<file path="config.mk">
export PLATFORM = sky130hd
export DESIGN_NAME = population_mem_arbiter
export DESIGN_NICKNAME = d
export VERILOG_FILES = /design/src/rtl/population_mem_arbiter.sv
export SDC_FILE = /design/constraint.sdc
export NUM_CORES = 1
export LEC_CHECK = 0
export ABC_AREA = 1
export BUFFER_PORTS_ARGS = -buffer_cell sky130_fd_sc_hd__buf_4
export CORE_MARGIN = 4
export CORE_UTILIZATION = 40
export DETAILED_ROUTE_END_ITERATION = 8
export PLACE_DENSITY = 0.76
export SYNTH_ARGS = -nofsm -noshare
export SYNTH_HDL_FRONTEND = slang
export SYNTH_SLANG_ARGS = --single-unit
</file>
<file path="constraint.sdc">
create_clock -name clk -period 1.9 [get_ports clk]
set_input_delay 0.38 -clock clk [delete_from_list [all_inputs] [get_ports clk]]
set_output_delay 0.38 -clock clk [all_outputs]
set_load 0.01 [all_outputs]
</file>
<file path="src/rtl/population_mem_arbiter.sv">
// Population memory controller: init sweep, offspring write pass-through,
// round-robin arbitration of two selection readers, and generation counting.
module population_mem_arbiter #(
  parameter int CHROMOSOME_WIDTH = 8,
  parameter int POPULATION_SIZE  = 16,
  parameter int ADDR_WIDTH       = $clog2(POPULATION_SIZE),
  parameter int GEN_WIDTH        = 8
) (
  input  logic                        clk,
  input  logic                        rst_n,
  input  logic                        start_init,
  input  logic [CHROMOSOME_WIDTH-1:0] init_data,
  output logic                        init_busy,
  output logic                        init_done,
  input  logic                        wr_req,
  input  logic [ADDR_WIDTH-1:0]       wr_addr,
  input  logic [CHROMOSOME_WIDTH-1:0] wr_data,
  output logic                        wr_gnt,
  input  logic [1:0]                  rd_req,
  input  logic [ADDR_WIDTH-1:0]       rd_addr0,
  input  logic [ADDR_WIDTH-1:0]       rd_addr1,
  output logic [1:0]                  rd_gnt,
  output logic [1:0]                  rd_valid,
  output logic [CHROMOSOME_WIDTH-1:0] rd_data,
  output logic [GEN_WIDTH-1:0]        generation,
  output logic                        gen_done,
  output logic                        mem_write_enable,
  output logic [ADDR_WIDTH-1:0]       mem_write_addr,
  output logic [CHROMOSOME_WIDTH-1:0] mem_write_data,
  output logic [ADDR_WIDTH-1:0]       mem_read_addr,
  input  logic [CHROMOSOME_WIDTH-1:0] mem_read_data
);

  typedef enum logic [1:0] {S_IDLE, S_INIT, S_RUN} state_e;

  localparam logic [ADDR_WIDTH-1:0] LAST_SLOT = ADDR_WIDTH'(POPULATION_SIZE - 1);

  state_e                      state_q, state_d;
  logic [ADDR_WIDTH-1:0]       init_cnt_q, init_cnt_d;
  logic [ADDR_WIDTH-1:0]       off_cnt_q, off_cnt_d;
  logic [GEN_WIDTH-1:0]        gen_q, gen_d;
  logic                        gen_done_q, gen_done_d;
  logic                        init_done_q, init_done_d;
  logic                        rr_last_q, rr_last_d;   // index of last granted reader
  logic [1:0]                  rd_valid_q;
  logic [CHROMOSOME_WIDTH-1:0] rd_data_q;

  // State and counter registers.
  always_ff @(posedge clk or negedge rst_n) begin
    if (!rst_n) begin
      state_q     <= S_IDLE;
      init_cnt_q  <= '0;
      off_cnt_q   <= '0;
      gen_q       <= '0;
      gen_done_q  <= 1'b0;
      init_done_q <= 1'b0;
      rr_last_q   <= 1'b1;
    end else begin
      state_q     <= state_d;
      init_cnt_q  <= init_cnt_d;
      off_cnt_q   <= off_cnt_d;
      gen_q       <= gen_d;
      gen_done_q  <= gen_done_d;
      init_done_q <= init_done_d;
      rr_last_q   <= rr_last_d;
    end
  end

  // Read result register: captures memory data at the grant edge.
  always_ff @(posedge clk or negedge rst_n) begin
    if (!rst_n) begin
      rd_valid_q <= '0;
      rd_data_q  <= '0;
    end else begin
      rd_valid_q <= rd_gnt;
      if (|rd_gnt) rd_data_q <= mem_read_data;
    end
  end

  // Next-state, grant and memory-port steering logic.
  always_comb begin
    state_d          = state_q;
    init_cnt_d       = init_cnt_q;
    off_cnt_d        = off_cnt_q;
    gen_d            = gen_q;
    gen_done_d       = 1'b0;
    init_done_d      = 1'b0;
    rr_last_d        = rr_last_q;
    wr_gnt           = 1'b0;
    rd_gnt           = '0;
    mem_write_enable = 1'b0;
    mem_write_addr   = wr_addr;
    mem_write_data   = wr_data;
    mem_read_addr    = rd_addr0;
    unique case (state_q)
      S_IDLE: begin
        if (start_init) begin
          state_d    = S_INIT;
          init_cnt_d = '0;
        end
      end
      S_INIT: begin
        mem_write_enable = 1'b1;
        mem_write_addr   = init_cnt_q;
        mem_write_data   = init_data;
        init_cnt_d       = init_cnt_q + 1'b1;
        if (init_cnt_q == LAST_SLOT) begin
          state_d     = S_RUN;
          init_done_d = 1'b1;
        end
      end
      S_RUN: begin
        if (start_init) begin
          state_d    = S_INIT;
          init_cnt_d = '0;
          off_cnt_d  = '0;
          gen_d      = '0;
        end else begin
          wr_gnt           = wr_req;
          mem_write_enable = wr_req;
          if (wr_req) begin
            if (off_cnt_q == LAST_SLOT) begin
              off_cnt_d  = '0;
              gen_d      = gen_q + 1'b1;
              gen_done_d = 1'b1;
            end else begin
              off_cnt_d = off_cnt_q + 1'b1;
            end
          end
          unique case (rd_req)
            2'b01:   rd_gnt = 2'b01;
            2'b10:   rd_gnt = 2'b10;
            2'b11:   rd_gnt = rr_last_q ? 2'b01 : 2'b10;
            default: rd_gnt = 2'b00;
          endcase
          if (rd_gnt[1]) mem_read_addr = rd_addr1;
          if (|rd_gnt)   rr_last_d     = rd_gnt[1];
        end
      end
      default: state_d = S_IDLE;
    endcase
  end

  assign init_busy  = (state_q == S_INIT);
  assign init_done  = init_done_q;
  assign gen_done   = gen_done_q;
  assign generation = gen_q;
  assign rd_valid   = rd_valid_q;
  assign rd_data    = rd_data_q;

endmodule

</file>
* Word level (Yosys, flattened, before mapping)
Index checks and enable logic that the tools add are counted. Widths: inputs -> output; s select.
Word-level totals: flip-flop bits (word level) 31, input port bits 42, logic and storage cells 65
Cells by class: add/sub/neg operators 3, equality and inequality tests 9, multiplexer cells 31, bitwise gates (word level) 1, reduce and logical (&&, ||, !) cells 12
Operators by type and width (number):
- $mux 4 | 8
- $mux 8 | 4
- $mux 2 | 7
- $add 4x1->4 const B | 2
- $add 8x1->8 const B | 1
- $eq 4x4->1 const B | 2
- $mux 1 | 8
- $pmux 4 s2 | 1
- $eq 2x2->1 const B | 3
- $pmux 2 s3 | 1
- $reduce_and 2->1 | 3
- $reduce_and 3->1 | 2
- $reduce_bool 2->1 | 3
- $reduce_or 2->1 | 3
- $eq 2x1->1 const B | 2
- $ne 2x1->1 const B | 2
- $pmux 2 s2 | 1
- $logic_not 2->1 | 1
- $pmux 1 s2 | 1
- $not 1->1 | 1

* Logic depth before layout (Yosys ltp)
Gate-level depths: netlist (run 1).
depth after elaboration 7, gate-level depth with buffers 9

* Worst setup path before layout (run 1)
No wires, ideal clock.
path type register to output, from register state_q[0], to output mem_read_addr[0], data arrival time 1.264 ns, data required time 1.520 ns, slack 0.256 ns, stages on the path, launching flop included 9, buffers on the path 0, cell sequence dfrtp_1 > inv_1 > ha_1 > nand2_4 > nor2_8 > nand2_4 > clkinv_2 > nand2_1 > nand2_1
Between the ends: word-level cells in the longest chain between the ends 2
Ends and longest elaborated chain:
- start: declaration | line 38 | state_e state_q, state_d;
- start signal: assignment | line 59 | state_q <= state_d;
- $eq 2x2->1 | line 95 | unique case (state_q)
- $mux 4 | line 95
- end: declaration | line 30 | output logic [ADDR_WIDTH-1:0] mem_read_addr,
Every way passes these cells.

* Worst setup path after layout (run 1)
from register state_q[1], to output mem_write_addr[1]
Between the ends: word-level cells in the longest chain between the ends 2
Ends and longest elaborated chain:
- $eq 2x1->1 | line 95
- $mux 4 | line 95
- end: declaration | line 28 | output logic [ADDR_WIDTH-1:0] mem_write_addr,
Every way passes these cells.

==> metrics, run 1 <==
number of antenna violations at the first check in global routing 0; Clock Skews between 7 and 8 ps; cell type of the slowest stage on the worst timing path sky130_fd_sc_hd__dfrtp_1; Ys Warns 0; Crit Path Max Fanout 8; endpoint kind of the worst setup timing path output port; peak per-stage delay on the critical path 420 ps; initial core utilization 0.427; sequential-to-total area share from yosys stat 0.439; fmax 525 MHz; Post-synth EDFFs 0; area enclosed by the die boundary 5550 um2; cell-internal power 1930 uW; pin count of the biggest net entering global routing 32; standard cell core area 4140 um2; commonest cells in the synthesized netlist sky130_fd_sc_hd__nand2_1, sky130_fd_sc_hd__dfrtp_1, sky130_fd_sc_hd__inv_1; antenna diode instance count 0; failing checks setup timing; max-slew violation total from the final report 0; number of standard cells in the final layout excluding fillers between 300 and 400; number of search-and-repair iterations in the first detailed-routing pass 4; number of instances in the placed design approximately 360; RSZ-0062 raised after global routing true; slew at the pin closest to its max-slew limit 393 ps; crit start category register; CTS Sinks 31; Final Critical Period 1910 ps; CP cell instances inv_1, ha_4, clkinvlp_4, o21ai_0, buf_4; portion of total power attributed to combinational logic 0.505; dominant synthesized flop cell sky130_fd_sc_hd__dfrtp_1; HPWL after detailed placement 3380 um; largest area contributor in the netlist sky130_fd_sc_hd__dfrtp_1; leak pwr 0.00145 uW; global-route wire length before repair 7400 um; mean cell area of the mapped netlist approximately 7.7 um2; clock edge transition at the registers on the reported setup and hold paths 60 ps; outcome finished, violations left; number of global-route vias before repair 1712; ratio of final minimum period to clock period 1.00; DIE HEIGHT between 70 and 80 um; global routing usage summed across all routing layers 0.173; most instantiated library cell after synthesis sky130_fd_sc_hd__nand2_1; count of input and output buffers 82; remaining antenna violation count 0; net count after synthesis about 280; post-route worst hold slack 11.7 ps; part of the power in registers 0.316; required time of the worst setup path approximately 1500 ps; clock tree from TritonCTS built; depth of the CTS H-tree 2; number of DRC markers in iteration 0 102; Setup Viol. Count Final 1; I/O pin total 83; cts bufs inserted 5; switching share of total power 0.392; PnR worst setup slack -6.08 ps; clock latency reported for the late side of the worst-skew pair 290 ps; endpoint arrival time on the critical path between 1500 and 2000 ps; unique cell type count in the Yosys netlist 28; critical path start-end classification reg -> out; fin nets 374; switching component of the power between 1000 and 1500 uW; Cell Rows 23; die extent in x 74.5 um; synthesized flop and latch total 31; hold-fix buffers at CTS 0; Mapped Cells around 230; fraction of post-synthesis cell area in the top cell type by area 0.424; Layout fillers 371; Total Routed Length 4590 um; weighted congestion at the end of routability-driven global placement 0.748; layout overhead on the synthesized area 50.0%; Clk network pwr share 0.180; Avg Vias per Cell 4.81; share of post-route cells with drive strength above 1 0.388; Hold/Removal Path Class in -> async; cell at the root of the clock tree sky130_fd_sc_hd__clkbuf_8; power density over the cells 1200 nW/um2; Hold Fails Final Rpt 0; Worst IR Drop VDD 0.733 mV; area of the mapped netlist around 1800 um2; normalized max-slew margin 0.738; DRC errors left 0; maximum clock insertion buffer count 2; Overflow after GRT 0; async set-reset flop share out of synthesis 1.00; max cap viols 0; per-cell routed wire length 12.2 um; total via count in the routed design ~1800; dominant cells by area after synthesis sky130_fd_sc_hd__dfrtp_1, sky130_fd_sc_hd__nand2_1, sky130_fd_sc_hd__ha_1, sky130_fd_sc_hd__inv_1, sky130_fd_sc_hd__nand3_1
==> cell type report <==
cell class | count | area, um2 | share of cell area
repair inverters | 1 | 7.51 | 0.00283
flip-flops and latches | 31 | 777 | 0.293
clock buffers | 8 | 100 | 0.0377
well taps | 50 | 62.6 | 0.0236
inverters | 22 | 93.8 | 0.0353
repair buffers | 90 | 692 | 0.261
multi-input cells | 175 | 922 | 0.347
==> path summary, 6_finish.rpt <==
path | from | to | slack, ps | depth (start not counted)
setup / recovery | state_q[1] | mem_write_addr[1] | -6 | 5
hold / removal | rst_n | generation[3] | 10 | 1
setup reg to reg | state_q[0] | init_cnt_q[3] | 280 | 8
hold reg to reg | rr_last_q | rr_last_q | 470 | 2
max in group asynchronous | rst_n | rr_last_q | 1560 | 1
min in group clk | mem_read_data[0] | rd_data[0] | 300 | 3
==> state kept, by name, summed over array words and instances, names as in the netlist <==
signal	cells
generation	8
rd_data	8
init_cnt_q	4
state_q	2
gen_done	1
init_done	1
rd_valid	2
rr_last_q	1
off_cnt_q	4
==> worst max-delay path, delay by kind of cell, from the launching register on <==
kind	cells	cell delay [ps]
DFF	1	420
AOI/OAI and AO/OA	1	190
adders and majority gates	1	200
buffers and inverters	3	440
==> power by group through the flow <==
stage / Clock [uW] / Sequential, uW / Combinational, uW
after floorplan: 0 / 1030 / 733
after global placement: 0 / 1010 / 1360
after detailed placement: 0 / 996 / 1400
after CTS: 585 / 998 / 1520
after global routing: 614 / 1030 / 1750
final: 571 / 1000 / 1600
==> kinds of logic (layout without fill, tap and decap cells) <==
| family | Yosys count | after routing | share of synthesized area |
|---|---|---|---|
| adder cells (fa/ha/maj) | 6 | 6 | 0.0424 |
| AO/OA/AOI/OAI | 24 | 24 | 0.0799 |
| flip-flops | 31 | 31 | 0.439 |
| AND/OR/NAND/NOR | 145 | 145 | 0.378 |
| buffers and inverters | 25 | 121 | 0.0608 |
==> placed cells by master (no fill, tap or decap), types with 2 or more instances in the layout <==
cell type                    synthesis  final
sky130_fd_sc_hd__nand2_2             3      4
sky130_fd_sc_hd__ha_1                6      4
sky130_fd_sc_hd__nor2_2              2      2
sky130_fd_sc_hd__nand4_1             6      6
sky130_fd_sc_hd__nor2_8              2      2
sky130_fd_sc_hd__clkbuf_8            0      7
sky130_fd_sc_hd__buf_4               0     88
sky130_fd_sc_hd__clkinvlp_4          0      2
sky130_fd_sc_hd__dfrtp_1            30     30
sky130_fd_sc_hd__o21ai_0            10      8
sky130_fd_sc_hd__o21ai_2             4      4
sky130_fd_sc_hd__nor2_1             14     14
sky130_fd_sc_hd__nand2_4             3      2
sky130_fd_sc_hd__nor2_4              2      2
sky130_fd_sc_hd__nand3_1            11     11
sky130_fd_sc_hd__inv_2               3      4
sky130_fd_sc_hd__a21oi_1             6      6
sky130_fd_sc_hd__o21ai_1             1      3
sky130_fd_sc_hd__nand2_1            99     98
sky130_fd_sc_hd__inv_1              17     15
sky130_fd_sc_hd__ha_4                0      2
==> routing by layer <==
layer | part of all wire | routed length (um) | track usage | vias to the layer above
met5 | 0 | 0 | 0 | -
met4 | 0.013 | 59 | 0.0593 | 0
met3 | 0.076 | 349 | 0.0608 | 8
met2 | 0.49 | 2240 | 0.298 | 69
met1 | 0.42 | 1940 | 0.199 | 807
li1 | - | - | - | 929
==> what timing repair did <==
action                                  4_1_cts  5_1_grt
gates cloned                                  1        0
endpoints found under the hold margin         0        0
endpoints found under the setup margin       18       17
buffers inserted                              3        4
gates resized for setup                      10        6
pin swaps                                     2        1
==> through the flow <==
stage / total power (uW) / utilization / worst slack [ps] / instance area (um2) / setup TNS, ps
after global placement: 2360 / 0.588 / 152 / 2430 / 0
after floorplan: 1760 / - / 256 / 1770 / 0
after global routing: 3390 / 0.641 / -82.1 / 2660 / -866
after CTS: 3100 / 0.628 / 1.55 / 2600 / 0
final: 3180 / 0.641 / -6.08 / 2660 / -6.08
after detailed placement: 2400 / 0.588 / 95.3 / 2430 / 0
Note: power is estimated with default switching activity, not from simulation.
==> inputs of run 2 (changes only) <==
- CORE_ASPECT_RATIO: default -> 1.2
==> metrics, run 2 (synthesis gave the netlist of run 1 again) <==
outcome finished, violations left; failing checks setup timing; multi-input combinational cell area approximately 930 um2; number of buffers and inverters on the critical path 3; Reg area 777 um2; Clock Skews 7.68 ps; max cap viols 0; cts bufs inserted 5; Hold/Removal Path Class in -> async; number of global-route vias before repair 1688; max-slew violation total from the final report 0; Final Critical Period 1900 ps; count of input and output buffers 82; Cell Rows 26; commonest non-fill, non-tap cells in the layout sky130_fd_sc_hd__nand2_1, sky130_fd_sc_hd__buf_4, sky130_fd_sc_hd__dfrtp_1; depth of the CTS H-tree 2; power density over the cells 1210 nW/um2; share of post-route cells with drive strength above 1 0.417; Overflow after GRT 0; die extent in x 68.7 um; antenna diode instance count 0; peak per-stage delay on the critical path 400 ps; DIE HEIGHT ~81 um; Layout fillers 356; endpoint kind of the worst setup timing path output port; Setup Viol. Count Final 1; CP cell instances inv_2, ha_4, nand2_4, nor2_8, nand2_4, clkinv_4, nand2_2, nand2_2, buf_6; pin count of the biggest net entering global routing 32; Avg Vias per Cell ~4.7; weighted congestion at the end of routability-driven global placement between 0.7 and 0.8; crit start category register; I/O pin total 83; number of search-and-repair iterations in the first detailed-routing pass 4; fmax between 500 and 600 MHz; PnR worst setup slack -0.183 ps; CTS Sinks 31; Total Routed Length 4590 um; remaining antenna violation count 0; Crit path depth 9; initial core utilization 0.415; maximum clock insertion buffer count 2; standard cell core area 4260 um2; cell at the root of the clock tree sky130_fd_sc_hd__clkbuf_8; DRC errors left 0; total via count in the routed design 1821; layout overhead on the synthesized area 53.3%; HPWL after detailed placement 3290 um; number of DRC markers in iteration 0 48; clock tree from TritonCTS built; clock latency reported for the late side of the worst-skew pair between 200 and 300 ps; Crit Path Max Fanout 6; Top Family by Delay on Critical Path simple AND/OR/NAND/NOR gates; setup TNS -0.183 ps; critical path start-end classification reg -> out; number of antenna violations at the first check in global routing 0; most common cell after layout, fill and taps aside sky130_fd_sc_hd__nand2_1; normalized max-slew margin 0.720; Worst IR Drop VDD 0.796 mV; required time of the worst setup path 1520 ps; ratio of final minimum period to clock period 1.00; global routing usage summed across all routing layers 0.174; Register-to-Register Path Depth 8; clock edge transition at the registers on the reported setup and hold paths ~70 ps; area enclosed by the die boundary 5560 um2; hold-fix buffers at CTS 0; endpoint arrival time on the critical path 1520 ps; PnR Total Power 3290 uW; global-route wire length before repair 7270 um; fin nets 378; per-cell routed wire length 11.9 um; cell type of the slowest stage on the worst timing path sky130_fd_sc_hd__dfrtp_1; Hold Fails Final Rpt 0; RSZ-0062 raised after global routing true; slew at the pin closest to its max-slew limit 418 ps; leak pwr between 0.001 and 0.0015 uW
[run 2: cell type report]
cell class	instances	area share
Multi-Input combinational cell	175	0.342
Sequential cell	31	0.286
Timing Repair Buffer	94	0.266
Inverter	22	0.0346
Clock buffer	6	0.0304
Tap cell	56	0.0258
Clock inverter	2	0.0129
Timing Repair inverter	1	0.00277
[run 2: power by group]
part           total, uW  internal, uW  switching [uW]  leakage, uW
Sequential          1010           852             154     0.000408
Combinational       1600           753             845      0.00102
Clock                684           424             260    0.0000612
Total               3290          2030            1260      0.00149
[run 2: worst register-to-register path, delay by kind of cell, from the launching register on]
| family | cells | cell delay, ps |
|---|---|---|
| AO/OA/AOI/OAI | 2 | 210 |
| adder cells (fa/ha/maj) | 1 | 180 |
| AND/OR/NAND/NOR | 3 | 480 |
| buffers and inverters | 2 | 210 |
| flip-flops | 1 | 430 |
[run 2: per-stage QoR]
stage | util | instances | area [um2] | setup WS [ps] | hold WS [ps]
2_1_floorplan | - | 231 | 1770 | 256 | 84.4
3_3_place_gp | 0.575 | 368 | 2450 | 224 | 339
3_5_place_dp | 0.575 | 368 | 2450 | 148 | 338
4_1_cts | 0.620 | 381 | 2640 | -14.4 | 25.8
5_1_grt | 0.637 | 387 | 2710 | -92.5 | 50.8
6_report | 0.637 | 387 | 2710 | -0.183 | 15.6
[run 2: final timing paths]
kind,to,slack [ps],start
max,mem_read_addr[2],-0.2,state_q[0]
min,generation[3],20,rst_n
max reg2reg,init_cnt_q[3],300,state_q[1]
min reg2reg,rd_data[7],480,rd_data[7]
max in group asynchronous,rr_last_q,1550,rst_n
min in group clk,rd_data[1],290,mem_read_data[1]
[run 2: metal layers]
metal | track usage | part of all wire
met5 | 0 | 0
met4 | 0.0643 | 0.016
met3 | 0.0567 | 0.11
met2 | 0.296 | 0.48
met1 | 0.201 | 0.40
[run 2: what timing repair did]
item | in CTS | in global routing
gates resized for setup | 11 | 11
endpoints found under the setup margin | 19 | 14
gates cloned | 1 | 0
pin swaps | 0 | 9
setup buffers | 4 | 6
==> inputs of run 3 (changes only) <==
- ABC_AREA: 1 -> 0
- BUFFER_PORTS_ARGS: -buffer_cell sky130_fd_sc_hd__buf_4 -> default
- DONT_BUFFER_PORTS: default -> 1
- PLACE_DENSITY: 0.76 -> 0.6
==> metrics, run 3 <==
peak per-stage delay on the critical path around 390 ps; count of input and output buffers 0; slew at the pin closest to its max-slew limit 423 ps; depth of the CTS H-tree 2; net count after synthesis roughly 210; maximum clock insertion buffer count 2; max cap viols 0; number of search-and-repair iterations in the first detailed-routing pass 4; normalized max-slew margin 0.718; Setup Viol. Count Final 0; Overflow after GRT 0; crit start category register; portion of total power attributed to combinational logic 0.369; global routing usage summed across all routing layers 0.146; total via count in the routed design between 1000 and 1500; met3 WL post-DR between 200 and 300 um; layout overhead on the synthesized area 18.7%; cell type of the slowest stage on the worst timing path sky130_fd_sc_hd__dfrtp_1; DIE HEIGHT 81.3 um; commonest non-fill, non-tap cells in the layout sky130_fd_sc_hd__dfrtp_1, sky130_fd_sc_hd__mux2_2, sky130_fd_sc_hd__buf_4; mean cell area of the mapped netlist 10.9 um2; remaining antenna violation count 0; worst hold start start_init; sequential-to-total area share from yosys stat 0.434; Ys Warns 0; area enclosed by the die boundary between 5000 and 6000 um2; Total Routed Length between 4000 and 5000 um; fmax 532 MHz; endpoint kind of the worst setup timing path output port; Final Critical Period 1880 ps; worst hold path stage count 1; cell-internal power 1370 uW; cts bufs inserted 5; multi-input combinational cell area 1000 um2; Worst R2R Setup Slack 110 ps; Register-to-Register Path Depth 4; post-place instance area around 1900 um2; antenna diode instance count 0; leak pwr around 0.00098 uW; async set-reset flop share out of synthesis 1.00; CP cell instances inv_2, ha_4, nor2b_4, nand2_4, mux2_4; standard cell core area 4290 um2; DRC errors left 0; Post-synth EDFFs 0; most instantiated library cell after synthesis sky130_fd_sc_hd__dfrtp_1; required time of the worst setup path 1520 ps; Top Layer Used met4; initial core utilization 0.417; Cell Rows 26; Hold/Removal Path Class in -> reg; CTS Sinks 31; setup TNS 0 ps; global-route wire length before repair 6470 um; fraction of post-synthesis cell area in the top cell type by area 0.419; clock tree from TritonCTS built; die extent in x 69.1 um; Reg area 777 um2; number of DRC markers in iteration 0 48; outcome complete, no violations; Crit Path Max Fanout 5; cell at the root of the clock tree sky130_fd_sc_hd__clkbuf_8; capture instance of the worst register-to-register path generation[5]; per-cell routed wire length 17.4 um; largest area contributor in the netlist sky130_fd_sc_hd__dfrtp_1; part of the power in registers 0.389; switching share of total power 0.324; dominant cells by area after synthesis sky130_fd_sc_hd__dfrtp_1, sky130_fd_sc_hd__mux2_2, sky130_fd_sc_hd__ha_1, sky130_fd_sc_hd__nand3_1, sky130_fd_sc_hd__nand2_1; power density over the cells 953 nW/um2; launching point of the worst reg2reg path off_cnt_q[0]; Layout fillers 410; switching component of the power 656 uW; area of the mapped netlist between 1500 and 2000 um2; dominant synthesized flop cell sky130_fd_sc_hd__dfrtp_1; met2 wire length 2110 um; I/O pin total just over 80; number of global-route vias before repair 1388; max-slew violation total from the final report 0; clock latency reported for the late side of the worst-skew pair 280 ps; endpoint arrival time on the critical path 1500 ps; unique cell type count in the Yosys netlist 48; routed length on met1 1700 um; ratio of final minimum period to clock period 0.990; critical path start-end classification reg -> out; pin count of the biggest net entering global routing 32; clock edge transition at the registers on the reported setup and hold paths 60 ps; Avg Vias per Cell 5.66; weighted congestion at the end of routability-driven global placement approximately 0.8; synthesized flop and latch total 31; share of post-route cells with drive strength above 1 0.363; fin nets 229; cell area after layout 2130 um2; commonest cells in the synthesized netlist sky130_fd_sc_hd__dfrtp_1, sky130_fd_sc_hd__mux2_2, sky130_fd_sc_hd__nand2_1; HPWL after detailed placement 2980 um; most common cell after layout, fill and taps aside sky130_fd_sc_hd__dfrtp_1; hold endpoint off_cnt_q[0]; Critical path origin state_q[0]; RSZ-0062 raised after global routing true; Mapped Cells around 170; Worst IR Drop VDD 0.590 mV; Clk network pwr share 0.242; Clock Skews 4.02 ps; number of antenna violations at the first check in global routing 0; Hold Fails Final Rpt 0
## run 3: cell types whose count changed in the layout (fill, tap and decap cells not counted), sizes merged, moves of 4 or more
cell and delta:
o21ai -13, nand2b +6, mux2 +25, nor2 -16
nand4 -4, o311ai +5, nand2 -95, buf -78
nor2b +4, inv -11
## run 3: repair_timing
action,CTS,global route
buffers inserted,2,3
pin swaps,2,2
hold buffers,2,0
gates resized for setup,17,7
endpoints found under the hold margin,31,0
gates cloned,1,0
setup endpoints to repair,20,18
## run 3: routing by layer
layer	vias to the layer above	track usage
met5	-	0
met4	0	0.0527
met3	5	0.0631
met2	48	0.253
met1	650	0.159
li1	644	-
## run 3: worst max path at each step
| stage | end | slack [ps] | cells after the start |
|---|---|---|---|
| after floorplan | mem_write_addr[3] | 90 | 4 |
| final | mem_read_addr[2] | 20 | 5 |
| after global placement | mem_read_addr[0] | 200 | 5 |
| after global routing | mem_read_addr[2] | -30 | 5 |
| after detailed placement | mem_read_addr[3] | 120 | 5 |
| after CTS | mem_write_data[3] | -0.6 | 4 |
## run 3: kinds of logic after synthesis
group / Yosys count / share of synthesized area
adder cells (fa/ha/maj): 6 / 0.0419
AND/OR/NAND/NOR: 51 / 0.167
flip-flops: 31 / 0.434
buffers and inverters: 18 / 0.0468
XOR/XNOR: 2 / 0.00978
multiplexers: 27 / 0.168
AO/OA/AOI/OAI: 30 / 0.133
## run 3: final cells by class
class,count,share of cell area
Multi-Input combinational cell,116,0.472
Clock buffer,7,0.0359
Timing Repair Buffer,17,0.0741
Sequential cell,31,0.365
Clock inverter,1,0.00235
Tap cell,56,0.0329
Inverter,10,0.0176
## run 3: worst max-delay path: cells and delay by family (launching register included)
family	cells	cell delay, ps
AND/OR/NAND/NOR	2	260
adder cells (fa/ha/maj)	1	150
multiplexers	1	340
buffers and inverters	1	80
flip-flops	1	390
## run 3: power groups by stage
stage	registers [uW]	logic, uW	clock network (uW)
floorplan	789	486	0
global placement	801	577	0
detailed placement	804	587	0
CTS	789	694	508
global route	796	814	542
finish	789	748	490
## run 3: through the flow
stage	setup WS [ps]	instances	total power (uW)	hold slack, ps	util
2_1_floorplan	89.6	165	1280	84.4	-
3_3_place_gp	198	222	1380	85.3	0.439
3_5_place_dp	124	222	1390	85.3	0.439
4_1_cts	-0.588	235	1990	183	0.482
5_1_grt	-28.1	238	2150	177	0.495
6_report	19.7	238	2030	189	0.495
